`src/rtl/board_engine.sv`:
```
// 4x4 lights-out core: edge-detects button levels, moves the cursor, toggles
// the cross-shaped mask on presses and reports the solved board to the status FSM.
module board_engine (
    input  logic        clk_d,
    input  logic        rst,
    input  logic [1:0]  game_status,
    input  logic [1:0]  board_sel,
    input  logic        btn_up,
    input  logic        btn_down,
    input  logic        btn_left,
    input  logic        btn_right,
    input  logic        btn_press,
    output logic [15:0] board,
    output logic [3:0]  cursor,
    output logic        active,
    output logic        win_flag
);

    localparam logic [1:0] ST_CHOSE_BOARD  = 2'b00;
    localparam logic [1:0] ST_GAMING       = 2'b01;
    localparam logic [1:0] ST_GAME_INITIAL = 2'b10;
    localparam logic [1:0] ST_WINNED       = 2'b11;

    typedef enum logic [1:0] {LOAD, PLAY, SOLVED} state_t;

    state_t      r_state;
    state_t      w_nextState;
    logic [15:0] r_board;
    logic [15:0] w_nextBoard;
    logic [3:0]  r_cursor;
    logic [3:0]  w_nextCursor;
    logic        r_active;
    logic        w_nextActive;
    logic        r_win;
    logic        w_nextWin;
    logic [4:0]  r_prevBtn;
    logic [4:0]  w_btn;
    logic [4:0]  w_evt;
    logic [15:0] w_preset;
    logic [15:0] w_mask;

    // Button order {press, up, down, left, right}; MSB has the highest priority.
    assign w_btn = {btn_press, btn_up, btn_down, btn_left, btn_right};
    assign w_evt = w_btn & ~r_prevBtn;

    always_comb begin
        w_preset = 16'h0272;
        case (board_sel)
            2'd0: w_preset = 16'h0272;
            2'd1: w_preset = 16'h0013;
            2'd2: w_preset = 16'hC813;
            2'd3: w_preset = 16'h4E40;
            default: w_preset = 16'h0272;
        endcase
    end

    // Cursor {row,col} is also the bit index of the cell, so neighbours are +-1 / +-4.
    always_comb begin
        w_mask = 16'h0000;
        w_mask[r_cursor] = 1'b1;
        if (r_cursor[3:2] != 2'd0) w_mask[r_cursor - 4'd4] = 1'b1;
        if (r_cursor[3:2] != 2'd3) w_mask[r_cursor + 4'd4] = 1'b1;
        if (r_cursor[1:0] != 2'd0) w_mask[r_cursor - 4'd1] = 1'b1;
        if (r_cursor[1:0] != 2'd3) w_mask[r_cursor + 4'd1] = 1'b1;
    end

    always_comb begin
        w_nextState  = r_state;
        w_nextBoard  = r_board;
        w_nextCursor = r_cursor;
        w_nextActive = 1'b0;
        w_nextWin    = r_win;
        if (game_status == ST_CHOSE_BOARD) begin
            w_nextState  = LOAD;
            w_nextBoard  = w_preset;
            w_nextCursor = 4'd0;
            w_nextWin    = 1'b0;
        end else begin
            case (r_state)
                LOAD: begin
                    w_nextBoard  = w_preset;
                    w_nextCursor = 4'd0;
                    w_nextWin    = 1'b0;
                    if (game_status == ST_GAMING || game_status == ST_GAME_INITIAL)
                        w_nextState = PLAY;
                end
                PLAY: begin
                    if (r_board == 16'h0000) begin
                        w_nextState = SOLVED;
                        w_nextWin   = 1'b1;
                    end else if (game_status == ST_WINNED) begin
                        w_nextState = SOLVED;
                    end else if (w_evt[4]) begin
                        w_nextBoard  = r_board ^ w_mask;
                        w_nextActive = 1'b1;
                    end else if (w_evt[3]) begin
                        if (r_cursor[3:2] != 2'd0) w_nextCursor[3:2] = r_cursor[3:2] - 2'd1;
                    end else if (w_evt[2]) begin
                        if (r_cursor[3:2] != 2'd3) w_nextCursor[3:2] = r_cursor[3:2] + 2'd1;
                    end else if (w_evt[1]) begin
                        if (r_cursor[1:0] != 2'd0) w_nextCursor[1:0] = r_cursor[1:0] - 2'd1;
                    end else if (w_evt[0]) begin
                        if (r_cursor[1:0] != 2'd3) w_nextCursor[1:0] = r_cursor[1:0] + 2'd1;
                    end
                end
                SOLVED: begin
                end
                default: w_nextState = LOAD;
            endcase
        end
    end

    // Previous levels reset to 1 so a button held through reset yields no event.
    always_ff @(posedge clk_d) begin
        if (rst) begin
            r_state   <= LOAD;
            r_board   <= 16'h0000;
            r_cursor  <= 4'd0;
            r_active  <= 1'b0;
            r_win     <= 1'b0;
            r_prevBtn <= 5'b11111;
        end else begin
            r_state   <= w_nextState;
            r_board   <= w_nextBoard;
            r_cursor  <= w_nextCursor;
            r_active  <= w_nextActive;
            r_win     <= w_nextWin;
            r_prevBtn <= w_btn;
        end
    end

    assign board    = r_board;
    assign cursor   = r_cursor;
    assign active   = r_active;
    assign win_flag = r_win;

endmodule
```
`config.mk`:
```
export PLATFORM = sky130hd
export DESIGN_NAME = board_engine
export DESIGN_NICKNAME = d
export VERILOG_FILES = /design/src/rtl/board_engine.sv
export SDC_FILE = /design/constraint.sdc
export NUM_CORES = 1
export LEC_CHECK = 0
export ABC_AREA = 0
export BUFFER_PORTS_ARGS = -buffer_cell sky130_fd_sc_hd__buf_2
export CAP_MARGIN = 20
export CORE_MARGIN = 1
export CORE_UTILIZATION = 30
export DETAILED_ROUTE_END_ITERATION = 16
export PLACE_DENSITY = 0.52
export SETUP_SLACK_MARGIN = 0.2
export SLEW_MARGIN = 20
export SYNTH_ARGS = -nofsm -noshare
export SYNTH_HDL_FRONTEND = slang
export SYNTH_SLANG_ARGS = --single-unit
```
`constraint.sdc`:
```
create_clock -name clk_d -period 2.15 [get_ports clk_d]
set_input_delay 0.215 -clock clk_d [delete_from_list [all_inputs] [get_ports clk_d]]
set_output_delay 0.215 -clock clk_d [all_outputs]
set_load 0.01 [all_outputs]
```
# Word level (Yosys, flattened, before mapping)
# Index checks and enable logic that the tools add are counted.
dict set report word_totals {
  wordCells 123
  reg_bits 29
  input_bits 11
  output_inout_bits 22
}
dict set report op_classes {
  order_cmp 10
  addsub 8
  bitwise_logic 9
  muxes 41
  n_reduce_logical 21
  n_eq_ne 27
}
# op n
set ops {}
lappend ops {{2-to-1 mux 16 bit} 8}
lappend ops {{bitwise OR 16 bit} 4}
lappend ops {{one-hot mux 16 bit (4 select lines)} 1}
lappend ops {{one-hot mux 16 bit (2 select lines)} 1}
lappend ops {{inequality test 3 bit, second input constant} 10}
lappend ops {{2-to-1 mux 2 bit} 13}
lappend ops {{< comparator 4 x 5 -> 1 bit, second input constant} 5}
lappend ops {{demux 1 bit (select 4 bit)} 5}
lappend ops {{greater-or-equal comparator 4 x 1 -> 1 bit, second input constant} 5}
lappend ops {{inequality test 2 bit, second input constant} 9}
lappend ops {{logical NOT 16 bit} 1}
lappend ops {{bitwise XOR 16 bit} 1}
lappend ops {{2-to-1 mux 4 bit} 3}
lappend ops {{== test 2 bit, second input constant} 5}
lappend ops {{AND reduction 9 bit} 1}
lappend ops {{one-hot mux 4 bit (2 select lines)} 1}
lappend ops {{2-to-1 mux 1 bit} 7}
lappend ops {{AND reduction 7 bit} 1}
lappend ops {{== test 2 x 1 -> 1 bit, second input constant} 3}
lappend ops {{logical NOT 2 bit} 3}
lappend ops {{one-hot mux 2 bit (3 select lines)} 1}
lappend ops {{nonzero test 2 bit} 3}
lappend ops {{AND 5 bit} 1}
lappend ops {{logical AND 1 bit} 5}
lappend ops {{other kinds (16)} 19}

# Logic depth before layout (Yosys ltp)
# Gate-level depths: netlist (run 1).
dict set report logic_depth {
  ltp_word 19
  depth_mapped 9
}

# Least setup slack after synthesis (run 1)
# OpenSTA, ideal clock, no wires.
dict set report synth_path {
  path_kind {reg2reg}
  start {register r_cursor[2] (netlist: cursor[2])}
  end {register r_board[6] (netlist: board[6])}
  stages_incl_launch_ff 8
  setup_slack_ns 0.085
  t_arrival_ns 1.995
  synth_period_minus_slack_ns 2.065
  path_buffers 0
  required_time_ns 2.080
  path_cell_list {dfxtp_1 inv_1 ha_1 nor2b_1 or3_1 a221oi_1 o21ai_1 a21oi_1}
}
dict set report synth_via {
  elab_chain_len 19
  word_cells_on_any_way 45
  cone_classes {add/sub: 4; order compare: 10; eq/ne: 1; mux: 19; bitwise: 5; reduce/logical: 6}
}
# element line_no
set synth_lines {}
lappend synth_lines {{start, declared} 30} ;# logic [3:0] r_cursor;
lappend synth_lines {{start signal, assigned} 125} ;# r_cursor <= w_nextCursor;
lappend synth_lines {{subtractor 4 x 3 -> 4 bit} 61} ;# if (r_cursor[3:2] != 2'd0) w_mask[r_cursor - 4'd4] = 1'b1;
lappend synth_lines {{< comparator 4 x 5 -> 1 bit (not written as such) or greater-or-equal comparator 4 x 1 -> 1 bit (tied branches)} 61}
lappend synth_lines {{logical AND 1 bit (not written as such)} 61}
lappend synth_lines {{2-to-1 mux 1 bit (not written as such)} 61}
lappend synth_lines {{demux 1 bit (select 4 bit)} 61}
lappend synth_lines {{bitwise OR 16 bit (no line)} n/a}
lappend synth_lines {{2-to-1 mux 16 bit} 61}
lappend synth_lines {{bitwise OR 16 bit (no line)} n/a}
lappend synth_lines {{[... 3 more ...]} n/a}
lappend synth_lines {{bitwise OR 16 bit (no line)} n/a}
lappend synth_lines {{2-to-1 mux 16 bit (*)} 64} ;# if (r_cursor[1:0] != 2'd3) w_mask[r_cursor + 4'd1] = 1'b1;
lappend synth_lines {{bitwise XOR 16 bit (*)} 94} ;# w_nextBoard = r_board ^ w_mask;
lappend synth_lines {{2-to-1 mux 16 bit (*)} 93} ;# end else if (w_evt[4]) begin
lappend synth_lines {{2-to-1 mux 16 bit (*)} 91} ;# end else if (game_status == ST_WINNED) begin
lappend synth_lines {{2-to-1 mux 16 bit (*)} 88} ;# if (r_board == 16'h0000) begin
lappend synth_lines {{one-hot mux 16 bit (2 select lines) (*)} 79} ;# case (r_state)
lappend synth_lines {{2-to-1 mux 16 bit (*)} 73} ;# if (game_status == ST_CHOSE_BOARD) begin
lappend synth_lines {{end signal, assigned} 124} ;# r_board <= w_nextBoard;
lappend synth_lines {{end, declared} 28} ;# logic [15:0] r_board;
# Every way passes the cells marked *; elsewhere a longest branch is shown, timed or not. The select of a mux whose other input is x is not followed.
# A chain may end at the register's enable or synchronous reset.

# Final worst setup path (run 1)
dict set report layout_path {
  start {register r_cursor[2] (netlist: cursor[2])}
  end {register r_cursor[3] (netlist: cursor[3])}
}
dict set report layout_via {
  elab_chain_len 8
  word_cells_on_any_way 15
  cone_classes {add/sub: 2; eq/ne: 3; mux: 8; reduce/logical: 2}
}
# element line_no
set layout_lines {}
lappend layout_lines {{adder 2 x 1 -> 2 bit} 99} ;# if (r_cursor[3:2] != 2'd3) w_nextCursor[3:2] = r_cursor[3:2] + 2'd1;
lappend layout_lines {{2-to-1 mux 2 bit} 99}
lappend layout_lines {{2-to-1 mux 2 bit} 98} ;# end else if (w_evt[2]) begin
lappend layout_lines {{2-to-1 mux 2 bit} 96} ;# end else if (w_evt[3]) begin
lappend layout_lines {{2-to-1 mux 4 bit} 93}
lappend layout_lines {{2-to-1 mux 4 bit} 91}
lappend layout_lines {{2-to-1 mux 4 bit} 88}
lappend layout_lines {{one-hot mux 4 bit (2 select lines)} 79}
# Several ways; a longest one is shown, not always the timed one. The select of a mux whose other input is x is not followed.

==> qor.yml, run 1 <==
area_growth_pct: 19.6
cell_leakage_power_nw: 0.973
core_area_um2: 6460
cts.sink_count: 29
antenna_found_initial: 0
critPathRequiredTime_ns: 2.31
power_report.internal_total_mw: 0.959
ys_dominant_reg_cell: "dfxtp_1"
dr.first_iter.drc_count: 145
hold_ws_ns: 0.133
layout_setup_ws_ns: 0.234
vias: 1978
syn-cell-area_um2: 2030
synth_fp_nets: 275
synth.largest_area_cell: "dfxtp_1"
worst_slew_margin_rel_pct: 64.7
synth_top_area_share_pct: 28.5
synthesis.area_per_instance_um2: 8.14
grt_max_degree: 27
final_layout_size_suffix_gt1_share_pct: 24.9
design_area_um2: 2430
die_h_um: 84.4
wire_per_inst_um: 15.0
max_freq_mhz: 522
clockRootBuffer: "clkbuf_8"
grt_setup_unrepaired: "yes"
cp-start-kind: "register"
initial_core_util_pct: 31.5
synth_edf_count: 0
pre_cts_slack_ns: 0.170
share_of_the_core_filled_with_cells_in_the_final_layout_pct: 37.7
fin_nets: 314
final_common_cell: "buf_2"
die_area_um2: 7110
cp_max_fo: 12
async_reset_ff_share_pct: 0
grt_remaining_overflow: 0
synth_cell_type_count: 54
layout_common_cells: "buf_2 (32), dfxtp_1 (27), a21oi_1 (24)"
worst_clock_skew_ns: 0.0111
cp_data_arrival_time_ns: 2.07
combPwrFrac_pct: 22.5
min-delay-start: "btn_up"
grt.total_usage_pct: 16.2
fillerInstances: 672
power_mw: 1.36
clk_path_buf_depth: 2
netSwitchingPower_mw: 0.403
placed_cell_area_um2: 2300
tritoncts: "yes"
n_antenna_cell: 0
r2r-start: "cursor[2]$_SDFFE_PP0P_"
cap_viol_max_count: 0
dpl_cells: 358
status: "finished with violations"
clkSlewWorstSetupHoldPaths_ns: 0.06
worst-slew-pin-transition_ns: 0.527
synth_seq_area_share_pct: 28.5
ys_warn_count: 0
postSynthRegisterBits: 29
detail_route.drc_violations: 3
clock_period_minus_worst_slack_ns: 1.92
rr_endpoint: "cursor[3]$_SDFFE_PP0P_"
drv_slew: 0
whs_endpoint: "r_prevBtn[3]$_SDFF_PP1_"
grt_first_pass_wirelength_um: 9140
netSwitchingFraction_pct: 29.6
layout.cells.non_filler: 366
power.share.clock_pct: 33.4
drt.antenna.violating_nets: 0
fin_tns_setup_ns: 0
timing_hold_violations_final: 0
routabilityCongestion: 0.858
power_per_cell_area_nw_per_um2: 560
drt_pass1_iterations: 12
rows: 29
timing.reg2reg.setup_slack_ns: 0.23
crit_path_max_cell_delay_ns: 0.46
worst_r2r_path_depth: 7
cp-end-kind: "register"
worst_ir_drop_vdd_mv: 0.333
routed_wirelength_um: 5490
violations: "DRC"
syn_inst: 250
dieWidth_um: 84.4
layout_worst_path_cycle_share_pct: 89.1
power_share_of_the_sequential_group_pct: 44.1
cpLargestDelayFamily: "simple AND/OR/NAND/NOR gates"
worst_hold_path_type: "in2reg"
path_cells: "buf_4 > ha_4 > or3b_2 > mux2i_1 > nand3_1 > a31oi_2 > o32ai_1"
first_global_vias: 1816
whs_path_depth: 2
numPortBuffers: 32
netlist_top_cells_area: "dfxtp_1 (29%), ha_1 (8.6%), a21oi_1 (5.9%)"
cts_h_tree_depth: 2
crit_type: "reg2reg"
tritoncts_buffer_count: 5
detailed_placement_hpwl_um: 4100
finalSetupViolations: 0
critical_path.slowest_cell: "or3b_2"
routed_vias_inst: 5.40
worstPathBufferInverterCount: 1
insertion_delay_ns: 0.28
boundaryPins: 33
-- power groups by stage --
stage	Combinational [mW]	Clock, mW	Sequential (mW)
5_1_grt	0.342	0.492	0.606
3_3_place_gp	0.295	0	0.612
3_5_place_dp	0.295	0	0.610
6_report	0.307	0.455	0.600
2_1_floorplan	0.201	0	0.610
4_1_cts	0.300	0.476	0.598
-- final cells by class --
type	instances	area (µm²)	share of cell area (%)
multi-input cells	199	1360	55.9
well taps	77	96.3	3.96
repair buffers	46	278	11.4
inverters	8	30.0	1.23
clock buffers	7	86.3	3.55
flip-flops and latches	29	583	24.0
-- routing by layer --
layer | wire length, µm | global-route usage [%] | up-vias | share of wire [%]
met5 | 0 | 0 | - | 0
met4 | 70 | 6.47 | 0 | 1.3
met3 | 265 | 2.95 | 6 | 4.8
met2 | 2510 | 25.5 | 41 | 46
met1 | 2640 | 22.0 | 929 | 48
li1 | - | - | 1002 | -
-- sequential cells by signal, indices dropped and copies added, names as in the netlist --
signal     cells
r_state        2
win_flag       1
cursor         4
r_prevBtn      5
active         1
board         16
-- cell usage after synthesis (2+ instances only) --
| master | count |
|---|---|
| or4_1 | 4 |
| o31ai_1 | 7 |
| or3_1 | 3 |
| nor2b_1 | 13 |
| buf_2 | 3 |
| and3_1 | 3 |
| nand3_1 | 4 |
| a21o_1 | 2 |
| nor4_1 | 9 |
| o21ai_1 | 7 |
| a21oi_1 | 24 |
| nor3_1 | 7 |
| ha_1 | 14 |
| clkbuf_1 | 4 |
| nor2_1 | 18 |
| o32ai_1 | 5 |
| a211oi_1 | 2 |
| mux2i_1 | 3 |
| inv_1 | 8 |
| o21ai_0 | 7 |
| nand2b_1 | 14 |
| dfxtp_1 | 29 |
| o22ai_1 | 2 |
| nand2_1 | 13 |
| o31a_1 | 2 |
| or2_2 | 7 |
| o21a_1 | 4 |
| and2_1 | 3 |
| buf_6 | 4 |
-- cells by family after synthesis --
kind of cell,Yosys count,share of synthesized area (%)
XOR/XNOR,1,0.431
buffers and inverters,22,6.46
AND/OR/NAND/NOR,105,28.8
adder cells (fa/ha/maj),14,8.61
multiplexers,3,1.48
AO/OA/AOI/OAI,76,25.7
flip-flops,29,28.5
-- how the worst max path moves through the flow --
stage	start	end	slack, ns	cells past startpoint
after floorplan	cursor[2]$_SDFFE_PP0P_	board[6]$_SDFFE_PP0P_	0.25	7
after global placement	cursor[2]$_SDFFE_PP0P_	cursor[3]$_SDFFE_PP0P_	0.13	7
after detailed placement	cursor[2]$_SDFFE_PP0P_	cursor[3]$_SDFFE_PP0P_	0.17	7
after CTS	cursor[2]$_SDFFE_PP0P_	cursor[3]$_SDFFE_PP0P_	0.23	7
after global routing	cursor[2]$_SDFFE_PP0P_	cursor[3]$_SDFFE_PP0P_	0.17	7
final	cursor[2]$_SDFFE_PP0P_	cursor[3]$_SDFFE_PP0P_	0.23	7
-- repair_timing --
action | in CTS | in global routing
hold buffers | 0 | 0
endpoints found under the hold margin | 0 | 0
pin swaps | 1 | 2
gates cloned | 0 | 0
setup endpoints to repair | 3 | 17
gates resized for setup | 2 | 6
setup buffers | 0 | 1
Power figures use the tool's default switching activity.
==> run 2, diff against run 1 <==
- CTS_BUF_LIST: unset -> sky130_fd_sc_hd__clkbuf_8 sky130_fd_sc_hd__clkbuf_16
==> qor.yml, run 2 (synthesis results as in run 1) <==
cts_h_tree_depth: 2  # unchanged
die_h_um: 84.4  # unchanged
critical_path.slowest_cell: "or3b_2"  # unchanged
worst_clock_skew_ns: 0.0108  # was 0.0111 ns
tritoncts_buffer_count: 5  # unchanged
dieWidth_um: 84.4  # unchanged
routed_wirelength_um: 5490  # about the same
worst_hold_path_type: "in2reg"  # unchanged
initial_core_util_pct: 31.5  # unchanged
vias: 1979  # was 1978
finalSetupViolations: 0  # unchanged
violations: "DRC"  # unchanged
path_cells: "buf_4 > ha_4 > or3b_2 > mux2i_1 > nand3_1 > a31oi_2 > o32ai_1"  # unchanged
dr.first_iter.drc_count: 145  # unchanged
final_common_cell: "buf_2"  # unchanged
drv_slew: 0  # unchanged
worst_slew_margin_rel_pct: 64.7  # unchanged
timing_hold_violations_final: 0  # unchanged
insertion_delay_ns: 0.28  # about the same
cts.sink_count: 29  # unchanged
core_area_um2: 6460  # unchanged
cell_leakage_power_nw: 0.977  # was 0.973 nW
grt_setup_unrepaired: "yes"  # unchanged
fin_tns_setup_ns: 0  # unchanged
cp_max_fo: 12  # unchanged
drt.antenna.violating_nets: 0  # unchanged
routabilityCongestion: 0.858  # unchanged
cp-start-kind: "register"  # unchanged
share_of_the_core_filled_with_cells_in_the_final_layout_pct: 37.7  # unchanged
timing.reg2reg.setup_slack_ns: 0.23  # about the same
routed_vias_inst: 5.41  # was 5.40
worst-slew-pin-transition_ns: 0.527  # unchanged
layout_common_cells: "buf_2 (32), dfxtp_1 (27), a21oi_1 (24)"  # unchanged
cap_viol_max_count: 0  # unchanged
wire_per_inst_um: 15.0  # about the same
max_freq_mhz: 522  # unchanged
area_growth_pct: 19.6  # unchanged
largest_register_ff_count: 16  # unchanged
clkSlewWorstSetupHoldPaths_ns: 0.06  # about the same
n_antenna_cell: 0  # unchanged
numPortBuffers: 32  # unchanged
netSwitchingFraction_pct: 29.7  # was 29.6%
crit_type: "reg2reg"  # unchanged
power_report.internal_total_mw: 0.954  # was 0.959 mW
power_per_cell_area_nw_per_um2: 558  # was 560 nW/µm²
clock_period_minus_worst_slack_ns: 1.92  # unchanged
cp-end-kind: "register"  # unchanged
layout.cells.non_filler: 366  # unchanged
critPathRequiredTime_ns: 2.31  # about the same
power.share.clock_pct: 33.2  # was 33.4%
tritoncts: "yes"  # unchanged
clockRootBuffer: "clkbuf_8"  # unchanged
combPwrFrac_pct: 22.6  # was 22.5%
die_area_um2: 7110  # unchanged
crit_path_max_cell_delay_ns: 0.46  # about the same
antenna_found_initial: 0  # unchanged
drt_pass1_iterations: 12  # unchanged
power_share_of_the_sequential_group_pct: 44.2  # was 44.1%
grt.total_usage_pct: 16.2  # unchanged
cp_data_arrival_time_ns: 2.07  # about the same
clk_path_buf_depth: 2  # unchanged
grt_first_pass_wirelength_um: 9140  # unchanged
netSwitchingPower_mw: 0.404  # was 0.403 mW
fin_nets: 314  # unchanged
grt_remaining_overflow: 0  # unchanged
worst_ir_drop_vdd_mv: 0.333  # about the same
dpl_cells: 358  # unchanged
hold_fix_buffers_at_cts: 0  # unchanged
layout_worst_path_cycle_share_pct: 89.1  # unchanged
detail_route.drc_violations: 3  # unchanged
boundaryPins: 33  # unchanged
first_global_vias: 1816  # unchanged
detailed_placement_hpwl_um: 4100  # unchanged
fillerInstances: 672  # unchanged
final_layout_size_suffix_gt1_share_pct: 24.9  # unchanged
rows: 29  # unchanged
grt_max_degree: 27  # unchanged
status: "finished with violations"  # unchanged
==> run 2: repair_timing <==
action	4_1_cts	5_1_grt
pin swaps	1	2
endpoints found under the setup margin	3	17
setup buffers	0	1
gates resized for setup	2	6
==> run 2: cell type report <==
class / count / area (µm²) / share of cell area (%)
Tap cell: 77 / 96.3 / 3.96
Clock buffer: 6 / 82.6 / 3.39
Multi-Input combinational cell: 199 / 1360 / 55.9
Clock inverter: 1 / 3.75 / 0.154
Timing Repair Buffer: 46 / 278 / 11.4
Inverter: 8 / 30.0 / 1.23
Sequential cell: 29 / 583 / 24.0
==> run 2: worst paths after layout <==
check	from	end	depth (start not counted)
worst min-delay path	btn_up	r_prevBtn[3]$_SDFF_PP1_	2
worst max-delay path	cursor[2]$_SDFFE_PP0P_	cursor[3]$_SDFFE_PP0P_	7
worst min register to register	win_flag$_SDFFE_PP0P_	win_flag$_SDFFE_PP0P_	2
worst max register to register	cursor[2]$_SDFFE_PP0P_	cursor[3]$_SDFFE_PP0P_	7
==> run 2: worst max-delay path: cells and delay by family, from the launching register on <==
family / cells / cell delay, ns
DFF: 1 / 0.31
buffers and inverters: 1 / 0.18
adders and majority gates: 1 / 0.19
muxes: 1 / 0.14
and+or+nand+nor: 2 / 0.62
AOI/OAI and AO/OA: 2 / 0.36
==> run 2: power groups by stage <==
stage	Combinational [mW]	Sequential [mW]	Clock (mW)
after floorplan	0.201	0.610	0
after global placement	0.295	0.612	0
after detailed placement	0.295	0.610	0
after CTS	0.300	0.598	0.471
after global routing	0.342	0.606	0.487
final	0.307	0.600	0.451
==> run 2: per-stage QoR <==
stage / worst slack, ns / area (µm²) / power [mW] / hold slack [ns]
3_3_place_gp: 0.128 / 2300 / 0.907 / 0.413
5_1_grt: 0.171 / 2430 / 1.44 / 0.130
4_1_cts: 0.230 / 2400 / 1.37 / 0.121
6_report: 0.234 / 2430 / 1.36 / 0.132
3_5_place_dp: 0.170 / 2300 / 0.905 / 0.411
2_1_floorplan: 0.253 / 2040 / 0.810 / 0.319
==> run 2: per-layer routing <==
metal | part of all wire [%] | wire length (µm) | track usage, % | vias to the layer above
met5 | 0 | 0 | 0 | -
met4 | 1.3 | 70 | 6.47 | 0
met3 | 4.8 | 265 | 2.95 | 6
met2 | 46 | 2510 | 25.5 | 41
met1 | 48 | 2640 | 22.0 | 930
li1 | - | - | - | 1002
